==> src/rtl/id_operand_stage.sv <==
// ============================================================================
// Module   : id_operand_stage
// Purpose  : MIPS decode/operand-fetch stage. IF/ID register, MEM/WB operand
//            bypass, RAW hazard detection and ID/EX register load.
//            Macro ID_WB_BYPASS_EN enables the WB bypass path.
// Revision : 1.0 - initial release
// ============================================================================
`default_nettype none

module id_operand_stage #(
    parameter int WIDTH   = 32,
    parameter int R_WIDTH = 5,
    parameter int CNT_W   = 16
) (
    input  logic               clk_i,
    input  logic               rst_i,
    input  logic               if_valid_d,
    input  logic [31:0]        if_instr_d,
    input  logic [WIDTH-1:0]   if_pc_d,
    input  logic               flush_d,
    input  logic               ex_stall_d,
    input  logic               ex_valid_d,
    input  logic               ex_regwrite_d,
    input  logic [R_WIDTH-1:0] ex_write_reg_d,
    input  logic               mem_regwrite_d,
    input  logic [R_WIDTH-1:0] mem_write_reg_d,
    input  logic [WIDTH-1:0]   mem_result_d,
    input  logic               wb_regwrite_d,
    input  logic [R_WIDTH-1:0] wb_write_reg_d,
    input  logic [WIDTH-1:0]   wb_write_data_d,
    output logic [R_WIDTH-1:0] rf_read_reg1_q,
    output logic [R_WIDTH-1:0] rf_read_reg2_q,
    input  logic [WIDTH-1:0]   rf_read_data1_d,
    input  logic [WIDTH-1:0]   rf_read_data2_d,
    output logic               stall_q,
    output logic               idex_valid_q,
    output logic [WIDTH-1:0]   idex_pc_q,
    output logic [31:0]        idex_instr_q,
    output logic [WIDTH-1:0]   idex_rs_data_q,
    output logic [WIDTH-1:0]   idex_rt_data_q,
    output logic [WIDTH-1:0]   idex_imm_q,
    output logic [R_WIDTH-1:0] idex_rd_q,
    output logic [CNT_W-1:0]   stall_cnt_q
);

`ifdef ID_WB_BYPASS_EN
    localparam logic c_wb_bypass = 1'b1;
`else
    localparam logic c_wb_bypass = 1'b0;
`endif

    logic               ifid_valid_q, ifid_valid_d;
    logic [31:0]        ifid_instr_q, ifid_instr_d;
    logic [WIDTH-1:0]   ifid_pc_q,    ifid_pc_d;

    logic               idex_valid_d;
    logic [WIDTH-1:0]   idex_pc_d;
    logic [31:0]        idex_instr_d;
    logic [WIDTH-1:0]   idex_rs_data_d;
    logic [WIDTH-1:0]   idex_rt_data_d;
    logic [WIDTH-1:0]   idex_imm_d;
    logic [R_WIDTH-1:0] idex_rd_d;
    logic [CNT_W-1:0]   stall_cnt_d;

    logic [R_WIDTH-1:0] w_rs;
    logic [R_WIDTH-1:0] w_rt;
    logic [WIDTH-1:0]   w_rs_data;
    logic [WIDTH-1:0]   w_rt_data;
    logic               w_ex_hit;
    logic               w_wb_hit;
    logic               w_haz;

    // MEM wins over WB; WB is only consulted when the bypass is built in.
    function automatic logic [WIDTH-1:0] resolve(
        input logic [R_WIDTH-1:0] idx,
        input logic [WIDTH-1:0]   rf_data,
        input logic               mem_we,
        input logic [R_WIDTH-1:0] mem_reg,
        input logic [WIDTH-1:0]   mem_data,
        input logic               wb_we,
        input logic [R_WIDTH-1:0] wb_reg,
        input logic [WIDTH-1:0]   wb_data
    );
        if (idx == '0)                         return '0;
        else if (mem_we && idx == mem_reg)     return mem_data;
        else if (c_wb_bypass && wb_we && idx == wb_reg) return wb_data;
        else                                   return rf_data;
    endfunction

    function automatic logic wb_only(
        input logic [R_WIDTH-1:0] idx,
        input logic               mem_we,
        input logic [R_WIDTH-1:0] mem_reg,
        input logic               wb_we,
        input logic [R_WIDTH-1:0] wb_reg
    );
        return (idx != '0) && wb_we && (idx == wb_reg) && !(mem_we && idx == mem_reg);
    endfunction

    assign w_rs           = ifid_instr_q[21 +: R_WIDTH];
    assign w_rt           = ifid_instr_q[16 +: R_WIDTH];
    assign rf_read_reg1_q = w_rs;
    assign rf_read_reg2_q = w_rt;

    assign w_rs_data = resolve(w_rs, rf_read_data1_d, mem_regwrite_d, mem_write_reg_d,
                               mem_result_d, wb_regwrite_d, wb_write_reg_d, wb_write_data_d);
    assign w_rt_data = resolve(w_rt, rf_read_data2_d, mem_regwrite_d, mem_write_reg_d,
                               mem_result_d, wb_regwrite_d, wb_write_reg_d, wb_write_data_d);

    // rt is matched for every opcode, even where it is not a source.
    assign w_ex_hit = ifid_valid_q && ex_valid_d && ex_regwrite_d && (ex_write_reg_d != '0)
                      && ((ex_write_reg_d == w_rs) || (ex_write_reg_d == w_rt));
    // Without the WB bypass, wait one cycle for the regfile write to land.
    assign w_wb_hit = ifid_valid_q && !c_wb_bypass
                      && (wb_only(w_rs, mem_regwrite_d, mem_write_reg_d, wb_regwrite_d, wb_write_reg_d)
                       || wb_only(w_rt, mem_regwrite_d, mem_write_reg_d, wb_regwrite_d, wb_write_reg_d));
    assign w_haz    = w_ex_hit || w_wb_hit;

    assign stall_q  = (w_haz || ex_stall_d) && !flush_d;

    always_comb begin
        ifid_valid_d   = ifid_valid_q;
        ifid_instr_d   = ifid_instr_q;
        ifid_pc_d      = ifid_pc_q;
        idex_valid_d   = idex_valid_q;
        idex_pc_d      = idex_pc_q;
        idex_instr_d   = idex_instr_q;
        idex_rs_data_d = idex_rs_data_q;
        idex_rt_data_d = idex_rt_data_q;
        idex_imm_d     = idex_imm_q;
        idex_rd_d      = idex_rd_q;
        stall_cnt_d    = stall_cnt_q;

        if (flush_d) begin
            ifid_valid_d = 1'b0;
            idex_valid_d = 1'b0;
        end else if (ex_stall_d) begin
            idex_valid_d = idex_valid_q;
        end else if (w_haz) begin
            idex_valid_d = 1'b0;
            if (stall_cnt_q != '1) begin
                stall_cnt_d = stall_cnt_q + CNT_W'(1);
            end
        end else begin
            idex_valid_d   = ifid_valid_q;
            idex_pc_d      = ifid_pc_q;
            idex_instr_d   = ifid_instr_q;
            idex_rs_data_d = w_rs_data;
            idex_rt_data_d = w_rt_data;
            idex_imm_d     = {{(WIDTH-16){ifid_instr_q[15]}}, ifid_instr_q[15:0]};
            idex_rd_d      = ifid_instr_q[11 +: R_WIDTH];
            ifid_valid_d   = if_valid_d;
            ifid_instr_d   = if_instr_d;
            ifid_pc_d      = if_pc_d;
        end
    end

    always_ff @(posedge clk_i) begin
        if (rst_i) begin
            ifid_valid_q   <= 1'b0;
            ifid_instr_q   <= '0;
            ifid_pc_q      <= '0;
            idex_valid_q   <= 1'b0;
            idex_pc_q      <= '0;
            idex_instr_q   <= '0;
            idex_rs_data_q <= '0;
            idex_rt_data_q <= '0;
            idex_imm_q     <= '0;
            idex_rd_q      <= '0;
            stall_cnt_q    <= '0;
        end else begin
            ifid_valid_q   <= ifid_valid_d;
            ifid_instr_q   <= ifid_instr_d;
            ifid_pc_q      <= ifid_pc_d;
            idex_valid_q   <= idex_valid_d;
            idex_pc_q      <= idex_pc_d;
            idex_instr_q   <= idex_instr_d;
            idex_rs_data_q <= idex_rs_data_d;
            idex_rt_data_q <= idex_rt_data_d;
            idex_imm_q     <= idex_imm_d;
            idex_rd_q      <= idex_rd_d;
            stall_cnt_q    <= stall_cnt_d;
        end
    end

endmodule

`default_nettype wire

==> config.mk <==
export PLATFORM = sky130hd
export DESIGN_NAME = id_operand_stage
export DESIGN_NICKNAME = d
export VERILOG_FILES = /design/src/rtl/id_operand_stage.sv
export SDC_FILE = /design/constraint.sdc
export NUM_CORES = 1
export LEC_CHECK = 0
export CAP_MARGIN = 20
export CORE_AREA = 2 2 160 162
export DETAILED_ROUTE_END_ITERATION = 6
export DIE_AREA = 0 0 162 164
export GPL_TIMING_DRIVEN = 0
export PLACE_DENSITY = 0.73
export SLEW_MARGIN = 15
export SYNTH_ARGS = -nofsm -noshare
export SYNTH_HDL_FRONTEND = slang
export SYNTH_SLANG_ARGS = --single-unit
==> constraint.sdc <==
create_clock -name clk_i -period 2.65 [get_ports clk_i]
set_input_delay 0.53 -clock clk_i [delete_from_list [all_inputs] [get_ports clk_i]]
set_output_delay 0.53 -clock clk_i [all_outputs]
set_load 0.1 [all_outputs]
==> impl_metrics.toml, run 1 <==
[critical_path]
r2r-start = "ifid_instr_q[20]"
reg2regPathDepth = 11
rrSetupSlack_ns = -0.03
crit_path_start_kind = "register"
worst-setup-path-type = "reg2out"
cp-startpoint = "ifid_instr_q[20]"
cp.arrival_ns = 2.48
endpoint_kind = "output port"
critPathRequiredTime_ns = 2.12
r2r_end = "ifid_instr_q[15]"
worstPathMaxFanout = 5

[logic_synthesis]
synthCells = 1079
syn_area_per_cell_sq_um = 8.61
synth_top_area_share_pct = 45.3
syn_nets = 1296
ys_warn_count = 0
synth_top_cell_by_area = "dfxtp_1"
synth_area_leaders = "dfxtp_1, nand2_1, a21oi_1"
synth.distinct_cells = 46
seq_area_frac_synth_pct = 45.3
synth_edf_count = 0
ys_seq_elements = 210
syn_area_sq_mm = 0.00929
postSynth.asyncResetShare_pct = 0
ys.flop_type = "dfxtp_1"

[cells_and_area]
area_delta_synth_final_pct = 57.1
drive_gt1_share_pct = 14.1
final_nets = 1715
fin_util_pct = 58.8

[cts]
htree_levels = 1
tritoncts = "yes"
clock_latency_ns = 0.51
clockBufferDepth = 3
clk_pin_slew_ns = 0.06
ctsRootBufferMaster = "clkbuf_16"
cts_hold_buffers = 0
cts_buffers = 24
numClockSinks = 210

[timing]
max_freq_ghz = 0.333
slew_headroom_pct = 27.0
setup_viol = 29
period_share_pct = 113
worst_slack_ns = -0.357
min_period_ns = 3.01
fin_worst_skew_ns = 0.0161
rsz0062_at_grt = "true"
hold_viol_final = 0
worst-slew-pin-transition_ns = 1.09
finalMaxSlewViolations = 0

[routing]
via_count = 9135
drtAntennaViolNets = 0
viasPerCell = 4.94
route.detailed.drc = 0
drt_pre_antenna_iters = 5
routed_wl_mm = 33.6
drtIter0Drc = 435
wl_per_cell_microns = 18.2

[placement]
place_congestion = 0.872
io_buffers = 375
post-dp-hpwl_mm = 25.6
dp_slack_ns = -1.47

[min_path]
hp-class = "reg2reg"
hold-path-cell-count = 2
holdPathEnd = "idex_instr_q[28]"
worstHoldStart = "ifid_instr_q[28]"

[floorplan]
die_h_microns = 164
core_sq_mm = 0.0248
die_area_sq_mm = 0.0266
std_cell_rows = 58
dieWidth_microns = 162
io_pins = 409
start_util_pct = 37.4

[pwr]
p_leak_nw = 5.52
p_sw_mw = 2.31
combPwrFrac_pct = 18.6
power_frac_seq_pct = 41.3
p_total_mw = 8.02
intPower_mw = 5.71
clock_power_share_pct = 40.1
swShare_pct = 28.8
power_density_mw_per_mm2 = 549
ir_worst_vdd_v = 0.000395

[grt]
grt_pass1_vias = 8868
grt_overflow = 0
track_usage_pct = 23.8
antenna_found_initial = 3
grt_max_degree = 21
grt_pass1_wl_mm = 49.6

[run_status]
status = "complete, but fails checks"
violations = "negative setup slack"

[flow_run]
maxCapViolCount = 0
==> cells in the mapped netlist (2+ instances only) <==
| cell type | number |
|---|---|
| and4b_1 | 2 |
| nor4_1 | 3 |
| o31ai_1 | 65 |
| and2_1 | 2 |
| mux2i_1 | 65 |
| dfxtp_1 | 210 |
| mux2_2 | 2 |
| inv_1 | 4 |
| buf_4 | 56 |
| or3_1 | 7 |
| or2_2 | 2 |
| a2111oi_2 | 2 |
| xor2_1 | 12 |
| clkbuf_1 | 40 |
| a211oi_1 | 3 |
| mux2_1 | 2 |
| a21oi_1 | 134 |
| nor2b_1 | 4 |
| and3_1 | 5 |
| xnor2_1 | 24 |
| nand3_1 | 6 |
| or4_1 | 5 |
| nand2_1 | 264 |
| nand3b_1 | 64 |
| nor2_1 | 19 |
| a311oi_1 | 2 |
| o21ai_0 | 3 |
| nor3_1 | 2 |
| buf_6 | 2 |
| buf_2 | 44 |
| nand4_1 | 9 |
==> critical path, stage by stage, from the launching register on <==
cell     delay (ns)
dfxtp_2        0.34
buf_6          0.12
or4_4          0.11
nor2_1         0.04
or4_4          0.53
o22a_4         0.28
a21oi_4        0.17
nor2_4         0.07
nor2_4         0.12
buf_12         0.18
==> registers in the layout (all words and copies together) (netlist names) <==
| signal | count |
|---|---|
| idex_valid_q | 1 |
| ifid_valid_q | 1 |
| ifid_instr_q | 32 |
| stall_cnt_q | 16 |
| ifid_pc_q | 32 |
| idex_instr_q | 32 |
| idex_rt_data_q | 32 |
| idex_pc_q | 32 |
| idex_rs_data_q | 32 |
==> repair_timing <==
action | in CTS | in global routing
resized for setup | 126 | 42
setup buffers | 16 | 6
endpoints found under the setup margin | 234 | 216
pin swaps | 4 | 9
endpoints found under the hold margin | 0 | 0
==> metrics by stage <==
stage / TNS, ns / instances / hold slack [ns] / instance area, sq um
4_1_cts: -15.08 / 1843 / 0.450 / 14500
6_report: -0.723 / 1848 / 0.446 / 14600
2_1_floorplan: -0.0706 / 1079 / 0.432 / 9310
5_1_grt: -20.38 / 1847 / 0.457 / 14600
3_5_place_dp: -126.17 / 1784 / 0.442 / 13500
3_3_place_gp: -115.02 / 1784 / 0.438 / 13500
==> kinds of logic after synthesis <==
logic type / Yosys count / share of synthesized area (%)
compound gates: 218 / 14.4
flops: 210 / 45.3
simple gates: 398 / 20.4
xor+xnor: 36 / 3.40
fa+ha+maj: 1 / 0.135
mux: 69 / 7.49
buf+inv: 147 / 8.96
==> routing by layer <==
metal | vias up | GRT usage, % | part of all wire [%]
li1 | 4495 | - | -
met1 | 4256 | 27.2 | 40
met2 | 331 | 43.2 | 49
met3 | 51 | 6.94 | 8.6
met4 | 2 | 6.48 | 2.3
met5 | - | 0 | 0.039
==> how the worst max path moves through the flow <==
stage	end	slack [ns]	depth (start not counted)
finish	stall_q	-0.36	9
global route	stall_q	-0.45	8
CTS	stall_q	-0.42	10
detailed placement	stall_q	-1.47	10
global placement	stall_q	-1.42	10
floorplan	stall_q	-0.07	7
==> cells in the final DEF, fill, tap and decap left out, types with 5 or more instances in the layout <==
cell / n
clkdlybuf4s50_1: 311
nand2_1: 263
dfxtp_1: 200
a21oi_1: 133
buf_4: 84
mux2i_1: 65
o31ai_1: 65
nand3b_1: 64
clkbuf_1: 46
dlygate4sd2_1: 26
clkbuf_16: 25
buf_2: 22
xnor2_1: 19
clkdlybuf4s15_2: 19
nor2_1: 17
dlymetal6s2s_1: 17
xor2_1: 12
buf_6: 9
nand4_1: 9
or3_1: 7
dfxtp_2: 7
nand3_1: 6
clkbuf_4: 6
clkbuf_8: 6
and3_1: 5
xnor2_2: 5
==> power by group through the flow <==
stage / combinational, mW / sequential, mW / clock [mW]
after floorplan: 0.524 / 3.72 / 0
after detailed placement: 1.46 / 3.37 / 0
final: 1.49 / 3.31 / 3.21
after global placement: 1.45 / 3.37 / 0
after global routing: 1.57 / 3.32 / 3.40
after CTS: 1.49 / 3.31 / 3.26
==> final cells by class <==
class                   count  area [sq um]
plain buffers             139           870
flip-flops and latches    210          4220
multi-input cells         722          4340
inverters                   4          15.0
diodes                      3          7.51
clock buffers              38           734
repair buffers            397          3960
fillers                  2236         10200
well taps                 330           413
clock inverters             5          32.5
Note: power is estimated with default switching activity, not from simulation.
==> run 2, diff against run 1 <==
--- a/config.mk
+++ b/config.mk
@@ -9,7 +9,7 @@
 export CORE_AREA = 2 2 160 162
 export DETAILED_ROUTE_END_ITERATION = 6
 export DIE_AREA = 0 0 162 164
-export GPL_TIMING_DRIVEN = 0
+export GPL_TIMING_DRIVEN = 1
 export PLACE_DENSITY = 0.73
 export SLEW_MARGIN = 15
 export SYNTH_ARGS = -nofsm -noshare
==> impl_metrics.toml, run 2 (synthesis results as in run 1) <==
[cts]
cts_hold_buffers = 0
tritoncts = "yes"
clk_pin_slew_ns = 0.06
numClockSinks = 210
ctsRootBufferMaster = "clkbuf_16"
clock_latency_ns = 0.52
clockBufferDepth = 3
cts_buffers = 23
htree_levels = 1

[floorplan]
io_pins = 409
core_sq_mm = 0.0248
std_cell_rows = 58
dieWidth_microns = 162
die_h_microns = 164
start_util_pct = 37.4
die_area_sq_mm = 0.0266

[routing]
drt_pre_antenna_iters = 6
drtIter0Drc = 495
via_count = 8913
route.detailed.drc = 0
viasPerCell = 5.01
drtAntennaViolNets = 0
wl_per_cell_microns = 17.5
routed_wl_mm = 31.1

[cells_and_area]
final_cell_mix = "nand2_1, buf_4, dfxtp_1"
area_delta_synth_final_pct = 55.9
drive_gt1_share_pct = 27.7
final_area_sq_mm = 0.0145
final_nets = 1651
final_cell_count_no_fill = 1780
fin_util_pct = 58.3
final_common_cell = "nand2_1"

[min_path]
hp-class = "in2reg"

[grt]
track_usage_pct = 20.3
grt_max_degree = 69
grt_overflow = 0
antenna_found_initial = 2
grt_pass1_wl_mm = 43.5
grt_pass1_vias = 8111

[critical_path]
endpoint_kind = "output port"
cp.arrival_ns = 2.44
cp_cell_sequence = "clkdlybuf4s50_1 -> xor2_1 -> or4_4 -> o22a_4 -> a21oi_4 -> nor2_2 -> nor2_4 -> buf_12"
worstPathMaxFanout = 2
worst-setup-path-type = "in2out"
crit_path_start_kind = "primary input"
crit_path_max_incr_delay_ns = 0.51
critPathRequiredTime_ns = 2.12
crit_path_top_delay_cell = "or4_4"

[pwr]
p_leak_nw = 5.56
power_density_mw_per_mm2 = 550
ir_worst_vdd_v = 0.000549

[timing]
slew_headroom_pct = 45.8
fin_worst_skew_ns = 0.00973
setup_viol = 4
hold_ws_ns = 0.351
finalMaxSlewViolations = 0
max_freq_ghz = 0.337
worst_slack_ns = -0.318
period_share_pct = 112
rsz0062_at_grt = "true"
min_period_ns = 2.97
hold_viol_final = 0
worst-slew-pin-transition_ns = 0.813

[run_status]
violations = "negative setup slack"
status = "complete, but fails checks"

[placement]
dp_cells = 1707
place_congestion = 0.860
io_buffers = 376
post-dp-hpwl_mm = 21.4
dpl_cell_area_sq_mm = 0.0129
dp_slack_ns = -0.447

[flow_run]
maxCapViolCount = 0
run 2: changes by cell type in the layout (fill, tap and decap cells not counted), sizes merged:
| cell | delta |
|---|---|
| bufinv | +1 |
| clkdlybuf4s15 | -19 |
| clkinv | +3 |
| buf | +155 |
| clkdlybuf4s50 | -132 |
| dlymetal6s2s | -17 |
| clkinvlp | +1 |
| diode | -2 |
| dlygate4sd2 | -23 |
| clkbuf | -35 |
run 2: metrics by stage:
step / setup TNS, ns / power [mW]
after floorplan: -0.0706 / 4.25
after detailed placement: -75.36 / 4.81
after CTS: -0.379 / 7.90
final: -0.330 / 7.95
after global routing: -2.44 / 8.24
after global placement: -68.72 / 4.80
run 2: report_power, final:
group	switching, mW	internal, mW	leakage [nW]
Combinational	0.934	0.629	3.49
Sequential	0.0619	3.25	1.71
Clock	1.31	1.76	0.355
run 2: layout make-up:
| class | count | area [sq um] |
|---|---|---|
| clock inverters | 10 | 96.3 |
| well taps | 330 | 413 |
| fillers | 2191 | 10300 |
| diodes | 1 | 2.50 |
| inverters | 4 | 15.0 |
| multi-input cells | 722 | 4480 |
| clock buffers | 30 | 622 |
| flip-flops and latches | 210 | 4220 |
| repair buffers | 473 | 4620 |
run 2: path summary, 6_finish.rpt:
kind / startpoint / endpoint / slack [ns] / depth (start not counted)
hold / removal: rst_i / stall_cnt_q[14] / 0.35 / 2
setup reg to reg: ifid_instr_q[24] / idex_pc_q[28] / 0.01 / 14
hold reg to reg: ifid_pc_q[4] / idex_pc_q[4] / 0.45 / 2
setup / recovery: wb_write_reg_d[0] / stall_q / -0.32 / 8
run 2: per-layer routing:
layer	global-route usage, %	vias to the layer above	wire length [microns]
li1	-	4362	-
met1	23.9	4187	12400
met2	36.4	310	15500
met3	6.11	52	2560
met4	4.79	2	670
met5	0	-	12
run 2: worst max-delay path: cells and delay by family:
family	cells	cell delay (ns)
AO/OA/AOI/OAI	2	0.39
AND/OR/NAND/NOR	3	0.71
buffers and inverters	2	0.64
XOR/XNOR	1	0.16
run 2: what timing repair did:
action                     in CTS  in global routing
cloned                          0                 21
resized for setup              14                 61
setup buffers                   3                  9
setup endpoints to repair       1                 95
pin swaps                       7                 51
